===== config.mk =====
export PLATFORM = sky130hd
export DESIGN_NAME = display_mode_sequencer
export DESIGN_NICKNAME = d
export VERILOG_FILES = /design/src/rtl/display_seq_pkg.sv /design/src/rtl/display_seq_sync.sv /design/src/rtl/display_mode_sequencer.sv
export SDC_FILE = /design/constraint.sdc
export NUM_CORES = 1
export LEC_CHECK = 0
export CAP_MARGIN = 30
export CORE_ASPECT_RATIO = 2
export CORE_MARGIN = 2
export CORE_UTILIZATION = 53
export CTS_CLUSTER_SIZE = 28
export DETAILED_ROUTE_END_ITERATION = 8
export PLACE_DENSITY = 0.83
export SLEW_MARGIN = 10
export SYNTH_ARGS = -nofsm -noshare
export SYNTH_HDL_FRONTEND = slang
export SYNTH_SLANG_ARGS = --single-unit

===== constraint.sdc =====
create_clock -name i_clk -period 3.85 [get_ports i_clk]
set_clock_uncertainty 0.15 [all_clocks]
set_input_delay 0.9625 -clock i_clk [delete_from_list [all_inputs] [get_ports i_clk]]
set_output_delay 0.9625 -clock i_clk [all_outputs]
set_load 0.03 [all_outputs]

===== src/rtl/display_seq_pkg.sv =====
// display_seq_pkg
// Shared types and helpers for the display mode sequencer.
//   state_t            : sequencer FSM states (also exported on the debug port)
//   MODE_480P..1080P   : clock-generator index of each supported resolution
//   cnt_w / retry_w    : bit widths needed to hold a count of 0..N
//   max3               : largest of three integers (sizes the shared counter)
package display_seq_pkg;

    typedef enum logic [2:0] {
        ST_GEN_RST   = 3'd0,
        ST_WAIT_LOCK = 3'd1,
        ST_STABLE    = 3'd2,
        ST_RUN       = 3'd3,
        ST_FAULT     = 3'd4
    } state_t;

    localparam int MODE_480P  = 0;
    localparam int MODE_600P  = 1;
    localparam int MODE_720P  = 2;
    localparam int MODE_1080P = 3;

    // Bits required to represent every value in 0..max_count.
    function automatic int cnt_w(input int max_count);
        return (max_count < 1) ? 1 : $clog2(max_count + 1);
    endfunction

    // Bits required for a retry counter that can reach 'retries'.
    function automatic int retry_w(input int retries);
        return cnt_w(retries);
    endfunction

    function automatic int max3(input int a, input int b, input int c);
        int m;
        m = (a > b) ? a : b;
        return (m > c) ? m : c;
    endfunction

endpackage


===== src/rtl/display_seq_sync.sv =====
// display_seq_sync
// N-bit two-flop synchronizer for the asynchronous generator lock inputs.
//   i_clk   : system clock
//   i_rst_n : synchronous active-low reset (flops clear to 0)
//   i_async : asynchronous input bits
//   o_sync  : synchronized bits, two cycles of latency
module display_seq_sync #(
    parameter int N = 1
) (
    input  logic         i_clk,
    input  logic         i_rst_n,
    input  logic [N-1:0] i_async,
    output logic [N-1:0] o_sync
);

    logic [N-1:0] meta;

    always_ff @(posedge i_clk) begin
        if (!i_rst_n) begin
            meta   <= '0;
            o_sync <= '0;
        end else begin
            meta   <= i_async;
            o_sync <= meta;
        end
    end

endmodule


===== src/rtl/display_mode_sequencer.sv =====
// display_mode_sequencer
// Brings up one of MODES pixel-clock generators: holds its reset, waits for a
// stable lock (with timeout and retry), then releases the display pipeline.
// Accepts run-time mode changes through a req/ack/nak handshake.
//
// Ports:
//   i_clk, i_rst_n        : system clock, synchronous active-low reset
//   i_mode_req, i_mode    : mode-change request and requested mode index
//   o_mode_ack/o_mode_nak : one-cycle accept / reject (i_mode >= MODES) pulses
//   i_locked              : per-generator lock, asynchronous
//   o_clk_rst             : per-generator reset, active-high
//   o_clk_sel, o_mode     : clock mux select and current mode
//   o_disp_rst, o_ready   : display pipeline reset / display running
//   o_fault               : retries exhausted (held until a valid request)
//   o_state               : FSM state, debug visibility
//
// Build option: define DISPLAY_SEQ_AUTORECOVER_EN to re-sequence the current
// mode on lock loss in RUN; otherwise lock loss in RUN goes to FAULT.
module display_mode_sequencer
    import display_seq_pkg::*;
#(
    parameter int MODES        = 4,
    parameter int MODE_W       = (MODES > 1) ? $clog2(MODES) : 1,
    parameter int DEFAULT_MODE = MODE_480P,
    parameter int RST_HOLD     = 16,
    parameter int LOCK_TIMEOUT = 65536,
    parameter int LOCK_STABLE  = 1024,
    parameter int RETRIES      = 3
) (
    input  logic              i_clk,
    input  logic              i_rst_n,
    input  logic              i_mode_req,
    input  logic [MODE_W-1:0] i_mode,
    output logic              o_mode_ack,
    output logic              o_mode_nak,
    input  logic [MODES-1:0]  i_locked,
    output logic [MODES-1:0]  o_clk_rst,
    output logic [MODE_W-1:0] o_clk_sel,
    output logic              o_disp_rst,
    output logic              o_ready,
    output logic [MODE_W-1:0] o_mode,
    output logic              o_fault,
    output state_t            o_state
);

    localparam int CNT_W   = cnt_w(max3(RST_HOLD, LOCK_TIMEOUT, LOCK_STABLE));
    localparam int RETRY_W = retry_w(RETRIES);

    localparam logic [CNT_W-1:0]   CNT_MAX      = '1;
    localparam logic [CNT_W-1:0]   HOLD_LAST    = CNT_W'(RST_HOLD - 1);
    localparam logic [CNT_W-1:0]   TIMEOUT_LAST = CNT_W'(LOCK_TIMEOUT - 1);
    localparam logic [CNT_W-1:0]   STABLE_LAST  = CNT_W'(LOCK_STABLE - 1);
    localparam logic [RETRY_W-1:0] RETRY_MAX    = '1;
    localparam logic [RETRY_W-1:0] RETRY_LIMIT  = RETRY_W'(RETRIES);
    localparam logic [MODE_W:0]    MODES_L      = (MODE_W + 1)'(MODES);
    localparam logic [MODE_W-1:0]  DEF_MODE     = MODE_W'(DEFAULT_MODE);

    state_t              state_q, state_d;
    logic [MODE_W-1:0]   mode_q, mode_d;
    logic [CNT_W-1:0]    cnt_q, cnt_d, cnt_inc;
    logic [RETRY_W-1:0]  retry_q, retry_d, retry_inc;
    logic                ack_q, ack_d, nak_q, nak_d;
    logic [MODES-1:0]    lock_sync;
    logic                lock_sel;
    logic                req_take, req_valid;

    display_seq_sync #(.N(MODES)) u_lock_sync (
        .i_clk   (i_clk),
        .i_rst_n (i_rst_n),
        .i_async (i_locked),
        .o_sync  (lock_sync)
    );

    // Only the target generator's lock matters.
    always_comb begin
        lock_sel = 1'b0;
        for (int i = 0; i < MODES; i++) begin
            if (mode_q == MODE_W'(i)) lock_sel = lock_sync[i];
        end
    end

    // Counters saturate instead of wrapping.
    assign cnt_inc   = (cnt_q == CNT_MAX) ? cnt_q : cnt_q + 1'b1;
    assign retry_inc = (retry_q == RETRY_MAX) ? retry_q : retry_q + 1'b1;

    // Handshake: the requester raises i_mode_req with i_mode stable and holds
    // both until it sees o_mode_ack or o_mode_nak. Requests are only sampled in
    // RUN and FAULT; the response pulses for one cycle the cycle after
    // sampling, and sampling is blocked while a response is showing so a
    // still-held request cannot be answered twice.
    assign req_take  = i_mode_req && !ack_q && !nak_q &&
                       (state_q == ST_RUN || state_q == ST_FAULT);
    assign req_valid = {1'b0, i_mode} < MODES_L;

    always_comb begin
        state_d = state_q;
        mode_d  = mode_q;
        cnt_d   = cnt_q;
        retry_d = retry_q;
        ack_d   = 1'b0;
        nak_d   = 1'b0;

        case (state_q)
            ST_GEN_RST: begin
                if (cnt_q >= HOLD_LAST) begin
                    state_d = ST_WAIT_LOCK;
                    cnt_d   = '0;
                end else begin
                    cnt_d = cnt_inc;
                end
            end
            ST_WAIT_LOCK: begin
                if (lock_sel) begin
                    // The cycle that shows the lock is the first stable one.
                    if (LOCK_STABLE <= 1) begin
                        state_d = ST_RUN;
                        cnt_d   = '0;
                    end else begin
                        state_d = ST_STABLE;
                        cnt_d   = CNT_W'(1);
                    end
                end else if (cnt_q >= TIMEOUT_LAST) begin
                    retry_d = retry_inc;
                    cnt_d   = '0;
                    state_d = (retry_inc < RETRY_LIMIT) ? ST_GEN_RST : ST_FAULT;
                end else begin
                    cnt_d = cnt_inc;
                end
            end
            ST_STABLE: begin
                if (!lock_sel) begin
                    state_d = ST_WAIT_LOCK;
                    cnt_d   = '0;
                end else if (cnt_q >= STABLE_LAST) begin
                    state_d = ST_RUN;
                    cnt_d   = '0;
                end else begin
                    cnt_d = cnt_inc;
                end
            end
            ST_RUN: begin
                if (!lock_sel) begin
`ifdef DISPLAY_SEQ_AUTORECOVER_EN
                    state_d = ST_GEN_RST;
                    retry_d = '0;
`else
                    state_d = ST_FAULT;
`endif
                    cnt_d = '0;
                end
            end
            ST_FAULT: begin
            end
            default: begin
                state_d = ST_GEN_RST;
                cnt_d   = '0;
            end
        endcase

        // A valid request overrides whatever the state logic chose.
        if (req_take) begin
            if (req_valid) begin
                ack_d   = 1'b1;
                state_d = ST_GEN_RST;
                mode_d  = i_mode;
                cnt_d   = '0;
                retry_d = '0;
            end else begin
                nak_d = 1'b1;
            end
        end
    end

    always_ff @(posedge i_clk) begin
        if (!i_rst_n) begin
            state_q <= ST_GEN_RST;
            mode_q  <= DEF_MODE;
            cnt_q   <= '0;
            retry_q <= '0;
            ack_q   <= 1'b0;
            nak_q   <= 1'b0;
        end else begin
            state_q <= state_d;
            mode_q  <= mode_d;
            cnt_q   <= cnt_d;
            retry_q <= retry_d;
            ack_q   <= ack_d;
            nak_q   <= nak_d;
        end
    end

    // Target reset is released only while waiting for / holding lock;
    // every other generator stays in reset.
    always_comb begin
        o_clk_rst = '1;
        for (int i = 0; i < MODES; i++) begin
            if (mode_q == MODE_W'(i) &&
                (state_q == ST_WAIT_LOCK || state_q == ST_STABLE || state_q == ST_RUN))
                o_clk_rst[i] = 1'b0;
        end
    end

    // mode_q only changes when entering GEN_RST, so the mux select never
    // moves while the display is out of reset.
    assign o_clk_sel  = mode_q;
    assign o_mode     = mode_q;
    assign o_ready    = (state_q == ST_RUN);
    assign o_disp_rst = (state_q != ST_RUN);
    assign o_fault    = (state_q == ST_FAULT);
    assign o_mode_ack = ack_q;
    assign o_mode_nak = nak_q;
    assign o_state    = state_q;

endmodule

======== Word-level counts from Yosys, hierarchy flattened ========
Index checks and enable logic that the tools add are counted.
operators by class
  add/sub/neg operators ................... 2
  order comparisons ....................... 4
  equal/unequal tests ..................... 14
  muxes and demuxes ....................... 26
  bitwise operators ....................... 3
  reduce and logical (&&, ||, !) cells .... 16
operators with widths
  cell                   count
  $mux 17                7
  $pmux 17 s5            1
  $mux 3                 7
  $add 17x1->17 const B  1
  $eq 17x17->1 const B   1
  $ge 17x10->1 const B   1
  $ge 17x16->1 const B   1
  $ge 17x4->1 const B    1
  $pmux 3 s5             1
  $mux 1                 9
  $eq 2x2->1 const B     3
  $eq 3x2->1 const B     2
  $logic_and 1x1->1      6
  $ne 3x3->1 const B     2
  $reduce_and 5->1       1
  $ne 2x2->1 const B     2
  $eq 3x1->1 const B     1
  $eq 3x3->1 const B     1
  $logic_not 3->1        1
  $logic_or 1x1->1       3
  $ne 3x2->1 const B     1
  $not 1->1              3
  $reduce_and 3->1       1
  $add 2x1->2 const B    1
  other kinds (7)        7
word-level totals
  register bits after elaboration ......... 33
  input port bits ......................... 9
  output and inout bits ................... 16
  logic and storage cells ................. 72

======== Logic depth before layout (Yosys ltp) ========
Gate-level depths: netlist (run 1).
  word-level depth ........................ 7
  depth in mapped cells ................... 8
  gate-level depth less buffers ........... 8

======== Hierarchy ========
Synthesis (run 1) repeated with hierarchy kept, for this count alone.
second synthesis, totals
  cells, all modules ...................... 201
  area total of the unflattened synthesis .. 1674.1 um^2
by module, submodules not included
  module                  instances  cells an instance  area each (um^2)  seq. area each (um^2)
  display_mode_sequencer  1          185                1463.9            500.5
  display_seq_sync        1          16                 210.2             160.2

======== Worst setup path before layout (run 1) ========
No wires, ideal clock.
  path kind ............................... reg-to-reg
  from .................................... reg mode_q[0] (netlist: o_clk_sel[0])
  to ...................................... reg cnt_q[8]
  setup time .............................. 0.074 ns
  arrival ................................. 2.757 ns
  required time ........................... 3.626 ns
  setup slack ............................. 0.869 ns
  cell stages (with the launch flop) ...... 7
  path buffers ............................ 0
  clock period less this slack ............ 2.981 ns
  cell sequence ........................... dfxtp_1 mux4_2 or3_1 a311o_1 and3_4 or4_1 a31oi_1
on the way
  longest elaborated chain between the ends .. 7
  elaborated cells between the ends (all ways) .. 13
  those cells by class .................... 4 x eq/ne; 7 x mux; 2 x reduce/logical
RTL lines
  element                                          line                           RTL
  from (decl)                                      display_mode_sequencer.sv:59   logic [MODE_W-1:0] mode_q, mode_d;
  from (signal assigned)                           display_mode_sequencer.sv:184  mode_q <= mode_d;
  $logic_not 2->1                                  display_mode_sequencer.sv:78   if (mode_q == MODE_W'(i)) lock_sel = lock_sync[i];
  $mux 1 (3 in a row)                              display_mode_sequencer.sv:78
  $mux 1 *                                         display_mode_sequencer.sv:78
  $mux 17, or another cell as far along            display_mode_sequencer.sv:131  if (!lock_sel) begin
  $pmux 17 s5 or $reduce_and 2->1 (tied branches)  --
  to (signal assigned)                             display_mode_sequencer.sv:185  cnt_q <= cnt_d;
  to (decl)                                        display_mode_sequencer.sv:60   logic [CNT_W-1:0] cnt_q, cnt_d, cnt_inc;
Every way passes the cells marked *; elsewhere a longest branch is shown, timed or not.
A chain may end at the register's enable or synchronous reset.

======== Worst setup path after layout (run 1) ========
  from .................................... reg state_q[2] (netlist: o_state[2])
  to ...................................... out o_fault
on the way
  longest elaborated chain between the ends .. 1
RTL lines
  element                 line                           RTL
  from (decl)             display_mode_sequencer.sv:58   state_t state_q, state_d;
  from (signal assigned)  display_mode_sequencer.sv:183  state_q <= state_d;
  $eq 3x3->1              display_mode_sequencer.sv:209  assign o_fault = (state_q == ST_FAULT);
  to (decl)               display_mode_sequencer.sv:42   output logic o_fault,
Every way passes these cells.

==> results of run 1 <==
[cells by family after synthesis]
family                   count (synthesis)  synth area share [%]
AO/OA/AOI/OAI                           35                  13.8
XOR/XNOR                                 6                  3.27
adder cells (fa/ha/maj)                  1                 0.777
buffers and inverters                   13                  3.73
flip-flops                              33                  41.1
multiplexers                             4                  3.27
other                                    1                 0.233
AND/OR/NAND/NOR                        104                  33.8
[final cells by class]
type                       instances  share of cell area, %
multi-input combinational        151                   45.6
timing repair buffer              23                   11.8
clock inverter                     3                   2.38
inverter                           4                  0.771
clock buffer                       5                   3.53
tap                               30                   1.93
sequential                        33                   33.9
[power groups by stage]
stage	Clock [mW]	Sequential (mW)	Combinational, mW
after CTS	0.331	0.401	0.298
after global placement	0	0.406	0.285
after global routing	0.346	0.406	0.337
final	0.329	0.403	0.305
after floorplan	0	0.413	0.191
after detailed placement	0	0.409	0.295
[layer usage]
| layer | global-route usage (%) | vias to the layer above | part of all wire (%) |
|---|---|---|---|
| met5 | 0 | - | 0 |
| met4 | 15.2 | 0 | 5.4 |
| met2 | 50.0 | 101 | 53 |
| met1 | 29.3 | 752 | 35 |
| met3 | 5.93 | 28 | 6.4 |
| li1 | - | 759 | - |
[Yosys cell counts, types with 2 or more instances]
library cell / number
nor2b_1: 2
clkbuf_1: 6
nand3_1: 12
nand4_1: 8
nor3b_1: 2
buf_4: 3
nand3b_1: 2
nor3_1: 10
or4_1: 4
inv_1: 4
nand2_1: 19
a21o_1: 2
dfxtp_1: 33
a21oi_1: 8
o21ai_1: 2
mux2i_1: 3
or3_1: 3
a211oi_1: 2
o21ai_0: 6
nor2_1: 20
xor2_1: 5
a311o_1: 2
and2_1: 10
nor4_1: 3
nand2b_1: 2
a31oi_1: 7
and3_1: 4
[how the worst min path moves through the flow]
| stage | start | slack, ns | endpoint |
|---|---|---|---|
| finish | u_lock_sync.meta[3] | 0.29 | u_lock_sync.o_sync[3] |
| global route | u_lock_sync.meta[0] | 0.31 | u_lock_sync.o_sync[0] |
| CTS | u_lock_sync.meta[3] | 0.29 | u_lock_sync.o_sync[3] |
| detailed placement | u_lock_sync.meta[3] | 0.27 | u_lock_sync.o_sync[3] |
| global placement | u_lock_sync.meta[0] | 0.27 | u_lock_sync.o_sync[0] |
| floorplan | u_lock_sync.meta[0] | 0.26 | u_lock_sync.o_sync[0] |
[stage by stage]
stage / instance area [um^2] / hold slack [ns] / std cells / power, mW
after global routing: 1950 / 0.311 / 249 / 1.09
final: 1950 / 0.291 / 249 / 1.04
after global placement: 1830 / 0.268 / 241 / 0.691
after detailed placement: 1830 / 0.269 / 241 / 0.704
after floorplan: 1610 / 0.262 / 197 / 0.603
after CTS: 1950 / 0.295 / 249 / 1.03
[registers in the layout (all words and copies together), names as in the netlist]
signal,count
cnt_q,17
o_mode_ack,1
u_lock_sync.meta,4
u_lock_sync.o_sync,4
o_clk_sel,2
retry_q,2
o_state,3
[placed cells by master (no fill, tap or decap), drive strengths merged, types with 2 or more instances in the layout]
cell,n
or4,4
nand2b,2
clkdlybuf4s50,23
nor4,3
xor2,5
nor3b,2
nor2,20
nand2,19
a211oi,2
o21ai,8
inv,4
nor2b,2
nor3,10
clkbuf,5
or3,3
nand3,12
dfxtp,33
a21o,2
a311o,2
nand4,8
and2,10
a21oi,8
nand3b,2
a31oi,7
mux2i,3
and3,5
==> results.cfg, run 1 <==
[outcome]
status = complete, no violations

[sta]
period_needed_ns = 3.32
rsz0062_at_grt = false
hold_viol = 0
setup_tns_ns = 0
slew_violations = 0
relSlewSlack_pct = 49.0
fmax_mhz = 301
fin_crit_sh_pct = 86.4
setup_viol = 0
finalWorstSetupSlack_ns = 0.525
worstMarginPinSlew_ns = 0.763

[clock_tree]
post_cts_resized = 0
cts.sinks = 33
cts_root_buf = clkbuf_8
cts_setup_buffers = 0
clk_pin_slew_ns = 0.07
cts_tree = done
ctsHoldBuffers = 0
clk_path_buf_depth = 2
clk_latency_ns = 0.29
ctsHtreeMaxLevel = 2
cts_made_buffers = 5

[setup_path]
path_max_fanout = 9
path_depth = 2
timing.rr.end = cnt_q[8]
worstSetupEndpointType = primary output
cpPeakStageDelay_ns = 0.80
crit_required_ns = 2.74
cp.arrival_ns = 2.21
setup.worst_path.start = o_state[2]
rr_startpoint = o_clk_sel[0]
cp-endpoint = o_fault
startpoint_type = register
r2r_slack_ns = 0.86
slowest_stage = clkdlybuf4s50_1
reg2reg_depth = 6
crit_type = reg2out
cp_top_family = buffers and inverters
path_cells = nor3b_1 -> clkdlybuf4s50_1
critPathBufInv = 1

[floorplanning]
coreArea_mm2 = 0.00294
io_pins = 25
row_count = 28
die_x_um = 43.0
start_util_pct = 54.7
dieArea_mm2 = 0.00352
fp.dieH_um = 81.9

[global_routing]
grt_pass1_vias = 1545
track_usage_pct = 27.8
grt-ovfl-total = 0
grt_pass1_wl_um = 7360
antenna_found_initial = 0
grt_max_degree = 16

[logic_synthesis]
syn_area_mm2 = 0.00161
synth_top_area_share_pct = 41.1
synth_top_area_cell = dfxtp_1
synthDistinctLibCells = 40
ys_ff_latch = 33
ys_seq_area_share_pct = 41.1
syn_inst = 197
synth_area_leaders = dfxtp_1, nor2_1, nand2_1
dominantRegCellSynth = dfxtp_1
syn_area_per_cell_um2 = 8.17
synth_async_sr_flop_share_pct = 0
synth_nets = 207
synth_edf_count = 0
yosys_warnings = 0

[hold_path]
hold_depth = 1
hold_class = reg2reg

[power_and_ir_drop]
switching_share_pct = 35.2
switching_power_mw = 0.365
pwr-share-seq_pct = 38.9
intPower_mw = 0.672
leakagePower_nw = 0.728
ir_worst_vdd_mv = 0.407
power_density_mw_per_mm2 = 533
combPwrFrac_pct = 29.4
power.share.clock_pct = 31.7

[final_layout]
utilization_pct = 66.2
multi_input_area_um2 = 888
drive_above_1_share_pct = 4.57
syn_to_final_growth_pct = 21.0
nets = 228
fillers = 253
final-seq-area_um2 = 661
n_antenna_cell = 0

[detailed_routing]
ant_nets = 0
first_pass_iters = 5
num_vias = 1640
via_per_inst = 6.59
routed_wl_um = 4430
drt-initial-drc-count = 100
routedWlPerCell_um = 17.8
route.detailed.drc = 0

[placed_design]
dpl.hpwl_um = 3170
place.port_buffers = 23
gp_congestion = 0.970
dp_slack_ns = 0.895

[flow_run]
drv_cap = 0
Note: power is estimated with default switching activity, not from simulation.
==> inputs of run 2 (changes only) <==
--- a/config.mk
+++ b/config.mk
@@ -7,11 +7,12 @@
 export LEC_CHECK = 0
 export CAP_MARGIN = 30
 export CORE_ASPECT_RATIO = 2
-export CORE_MARGIN = 2
+export CORE_MARGIN = 4
 export CORE_UTILIZATION = 53
 export CTS_CLUSTER_SIZE = 28
 export DETAILED_ROUTE_END_ITERATION = 8
 export PLACE_DENSITY = 0.83
+export SETUP_SLACK_MARGIN = 0.02
 export SLEW_MARGIN = 10
 export SYNTH_ARGS = -nofsm -noshare
 export SYNTH_HDL_FRONTEND = slang
==> results.cfg, run 2 (synthesis gave the netlist of run 1 again) <==
[global_routing]
antenna_found_initial = 0
track_usage_pct = 25.4
grt_pass1_wl_um = 7420
grt_pass1_vias = 1630
grt-ovfl-total = 0
grt_max_degree = 16

[sta]
hold_viol = 0
worstMarginPinSlew_ns = 0.832
period_needed_ns = 3.29
timing.hold.ws_ns = 0.286
slew_violations = 0
fin_crit_sh_pct = 85.4
setup_tns_ns = 0
rsz0062_at_grt = false
relSlewSlack_pct = 44.0
setup_viol = 0
fmax_mhz = 304

[floorplanning]
dieArea_mm2 = 0.00403
coreArea_mm2 = 0.00294
fp.dieH_um = 85.9
row_count = 28
start_util_pct = 54.7
die_x_um = 47.0
io_pins = 25

[setup_path]
path_cells = nor3b_1 -> clkdlybuf4s50_1
setup.worst_path.start = o_state[2]
crit_type = reg2out
path_max_fanout = 9
cpPeakStageDelay_ns = 0.80
startpoint_type = register
r2r_slack_ns = 0.86
cp.arrival_ns = 2.18
cp_top_family = buffers and inverters
slowest_stage = clkdlybuf4s50_1
rr_startpoint = o_clk_sel[0]
critPathBufInv = 1
worstSetupEndpointType = primary output
crit_required_ns = 2.74

[power_and_ir_drop]
intPower_mw = 0.605
fin_total_pwr_mw = 0.966
leakagePower_nw = 0.710
switching_share_pct = 37.4
combPwrFrac_pct = 30.5
pwr-share-seq_pct = 41.8
switching_power_mw = 0.361
ir_worst_vdd_mv = 0.381
power_density_mw_per_mm2 = 502
power.share.clock_pct = 27.8

[detailed_routing]
routedWlPerCell_um = 17.7
first_pass_iters = 4
num_vias = 1576
drt-initial-drc-count = 72
route.detailed.drc = 0
via_per_inst = 6.33
ant_nets = 0
routed_wl_um = 4400

[final_layout]
reg_top3 = cnt_q x17, u_lock_sync.meta x4, u_lock_sync.o_sync x4
n_antenna_cell = 0
drive_above_1_share_pct = 4.57
nets = 228
largest_register = cnt_q
final_cell_mix = dfxtp_1, clkdlybuf4s50_1, nor2_1
largest_register_ffs = 17
syn_to_final_growth_pct = 19.5
layout_commonest_cell = dfxtp_1
utilization_pct = 65.3
fin_area_mm2 = 0.00192

[hold_path]
min_from = u_lock_sync.meta[0]
hold_class = reg2reg

[clock_tree]
cts_setup_buffers = 0
clk_pin_slew_ns = 0.07
ctsHoldBuffers = 0
clk_path_buf_depth = 2
ctsHtreeMaxLevel = 2
cts_made_buffers = 5
clk_latency_ns = 0.30
post_cts_resized = 0
cts.sinks = 33
cts_tree = done
cts_root_buf = clkbuf_8

[flow_run]
drv_cap = 0

[placed_design]
gp_congestion = 0.918
placed_area_mm2 = 0.00183
dpl.hpwl_um = 3220
place.port_buffers = 23

[outcome]
status = complete, no violations
-- run 2: cell count changes in the layout (fill, tap and decap cells not counted), sizes merged --
cell and change:
clkinvlp +2, bufinv -1, clkinv -1
-- run 2: power by group through the flow --
stage | logic (mW) | registers (mW) | clock network [mW]
after global routing | 0.320 | 0.409 | 0.290
after CTS | 0.292 | 0.402 | 0.270
after detailed placement | 0.291 | 0.409 | 0
after global placement | 0.285 | 0.405 | 0
after floorplan | 0.191 | 0.413 | 0
final | 0.294 | 0.403 | 0.268
-- run 2: final cells by class --
cell class                 instances  area [um^2]
sequential                        33          661
tap                               30         37.5
timing repair buffer              23          230
clock inverter                     3         22.5
inverter                           4         15.0
clock buffer                       5         68.8
fill                             260         1020
multi-input combinational        151          888
-- run 2: worst paths after layout --
check | endpoint | depth (start not counted)
hold reg to reg | u_lock_sync.o_sync[0] | 1
setup reg to reg | cnt_q[8] | 6
setup / recovery | o_fault | 2
hold / removal | u_lock_sync.o_sync[0] | 1
-- run 2: layer usage --
layer	routed length, um	track usage (%)	share of wire (%)	vias to the layer above
li1	-	-	-	755
met3	289	7.56	6.6	26
met2	2260	38.8	51	70
met4	312	21.4	7.1	0
met1	1540	26.5	35	725
met5	0	0	0	-
-- run 2: metrics by stage --
| step | cells | setup slack (ns) |
|---|---|---|
| 5_1_grt | 249 | 0.488 |
| 2_1_floorplan | 197 | 0.869 |
| 4_1_cts | 249 | 0.582 |
| 3_3_place_gp | 241 | 0.992 |
| 3_5_place_dp | 241 | 0.904 |
| 6_report | 249 | 0.561 |
==> inputs of run 3 (changes only) <==
--- a/config.mk
+++ b/config.mk
@@ -8,10 +8,10 @@
 export CAP_MARGIN = 30
 export CORE_ASPECT_RATIO = 2
 export CORE_MARGIN = 4
-export CORE_UTILIZATION = 53
+export CORE_UTILIZATION = 47
 export CTS_CLUSTER_SIZE = 28
 export DETAILED_ROUTE_END_ITERATION = 8
-export PLACE_DENSITY = 0.83
+export PLACE_DENSITY = 0.78
 export SETUP_SLACK_MARGIN = 0.02
 export SLEW_MARGIN = 10
 export SYNTH_ARGS = -nofsm -noshare
==> constraint.sdc (replaced) <==
create_clock -name i_clk -period 2.6 [get_ports i_clk]
set_clock_uncertainty 0.15 [all_clocks]
set_input_delay 0.65 -clock i_clk [delete_from_list [all_inputs] [get_ports i_clk]]
set_output_delay 0.65 -clock i_clk [all_outputs]
set_load 0.03 [all_outputs]
==> results.cfg, run 3 (synthesis gave the netlist of run 1 again) <==
[clock_tree]
cts_root_buf = clkbuf_8
ctsHoldBuffers = 0
cts.sinks = 33
cts_tree = done
clk_pin_slew_ns = 0.07
ctsHtreeMaxLevel = 2
clk_latency_ns = 0.29
cts_made_buffers = 5
clk_path_buf_depth = 2

[final_layout]
utilization_pct = 68.1
nets = 254
layout_commonest_cell = dfxtp_1
final_cell_mix = dfxtp_1, buf_4, nor2_1
largest_register_ffs = 17
drive_above_1_share_pct = 18.4
syn_to_final_growth_pct = 36.7
n_antenna_cell = 0
reg_top3 = cnt_q x17, u_lock_sync.meta x4, u_lock_sync.o_sync x4
stdcell_count = 276
largest_register = cnt_q

[placed_design]
place.port_buffers = 23
dp_cells = 266
gp_congestion = 0.939
dpl.hpwl_um = 3670

[detailed_routing]
first_pass_iters = 5
route.detailed.drc = 0
routedWlPerCell_um = 17.8
via_per_inst = 6.14
ant_nets = 0
drt-initial-drc-count = 61
routed_wl_um = 4900
num_vias = 1695

[floorplanning]
fp.dieH_um = 90.7
io_pins = 25
dieArea_mm2 = 0.00448
die_x_um = 49.4
start_util_pct = 49.8
row_count = 29
coreArea_mm2 = 0.00323

[flow_run]
drv_cap = 0

[outcome]
status = finished with violations
violations = setup timing

[sta]
setup_viol = 1
fin_crit_sh_pct = 101
slew_violations = 0
period_needed_ns = 2.62
fmax_mhz = 382
finalWorstSetupSlack_ns = -0.0201
timing.hold.ws_ns = 0.289
hold_viol = 0
setup_tns_ns = -0.0201

[power_and_ir_drop]
ir_worst_vdd_mv = 0.549
fin_total_pwr_mw = 1.74
power_density_mw_per_mm2 = 790
leakagePower_nw = 0.880

[hold_path]
hold_class = reg2reg

[global_routing]
grt_max_degree = 13
grt_pass1_wl_um = 7730
antenna_found_initial = 0
track_usage_pct = 22.6
grt-ovfl-total = 0
grt_pass1_vias = 1736

[setup_path]
worstSetupEndpointType = register
path_max_fanout = 3
crit_required_ns = 2.59
cp.arrival_ns = 2.61
startpoint_type = register
crit_type = reg2reg
==> run 3: cell types whose count changed in the layout (fill, tap and decap cells not counted), sizes merged, moves of 2 or more <==
cell           delta
dlygate4sd2       +3
dlymetal6s2s      +2
buf              +26
clkdlybuf4s50     -5
clkinvlp          -3
bufinv            +2
==> run 3: critical path, stage by stage, from the launching register on <==
cell       delay [ns]
dfxtp_1          0.32
or4_1            0.57
nor3_1           0.36
nand4_1          0.23
buf_4            0.21
nand2_1          0.11
a21oi_1          0.06
a2111oi_1        0.47
==> run 3: stage by stage <==
step | cell area (um^2) | setup WS, ns
floorplan | 1620 | -0.111
global placement | 2030 | 0.0354
detailed placement | 2030 | -0.0153
CTS | 2180 | 0.0211
global route | 2200 | -0.0805
finish | 2200 | -0.0201
==> run 3: path summary, 6_finish.rpt <==
| kind | slack (ns) | endpoint | from | depth (start not counted) |
|---|---|---|---|---|
| max | -0.02 | cnt_q[0] | cnt_q[16] | 7 |
| max reg2reg | -0.02 | cnt_q[0] | cnt_q[16] | 7 |
| min | 0.29 | u_lock_sync.o_sync[0] | u_lock_sync.meta[0] | 1 |
| min reg2reg | 0.29 | u_lock_sync.o_sync[0] | u_lock_sync.meta[0] | 1 |
==> run 3: timing repair <==
| action | 4_1_cts | 5_1_grt |
|---|---|---|
| setup endpoints to repair | 4 | 18 |
| gates resized for setup | 4 | 7 |
| pin swaps | 4 | 1 |
| buffers inserted | 2 | 0 |
==> run 3: cell type report <==
type | count | area (um^2)
Fill cell | 260 | 1030
Multi-Input combinational cell | 151 | 913
Sequential cell | 33 | 668
Timing Repair Buffer | 49 | 427
Clock buffer | 5 | 68.8
Clock inverter | 3 | 68.8
Tap cell | 31 | 38.8
Inverter | 4 | 15.0
==> run 3: where the power goes <==
group	internal [mW]	switching (mW)
sequential	0.545	0.0568
combinational	0.239	0.314
clock	0.386	0.198
total	1.17	0.569
==> run 3: layer usage <==
layer,wire length (um),global-route usage (%),part of all wire [%]
met4,267,15.7,5.5
met3,215,4.96,4.4
met5,0,0,0
met2,2760,42.7,56
met1,1650,20.0,34
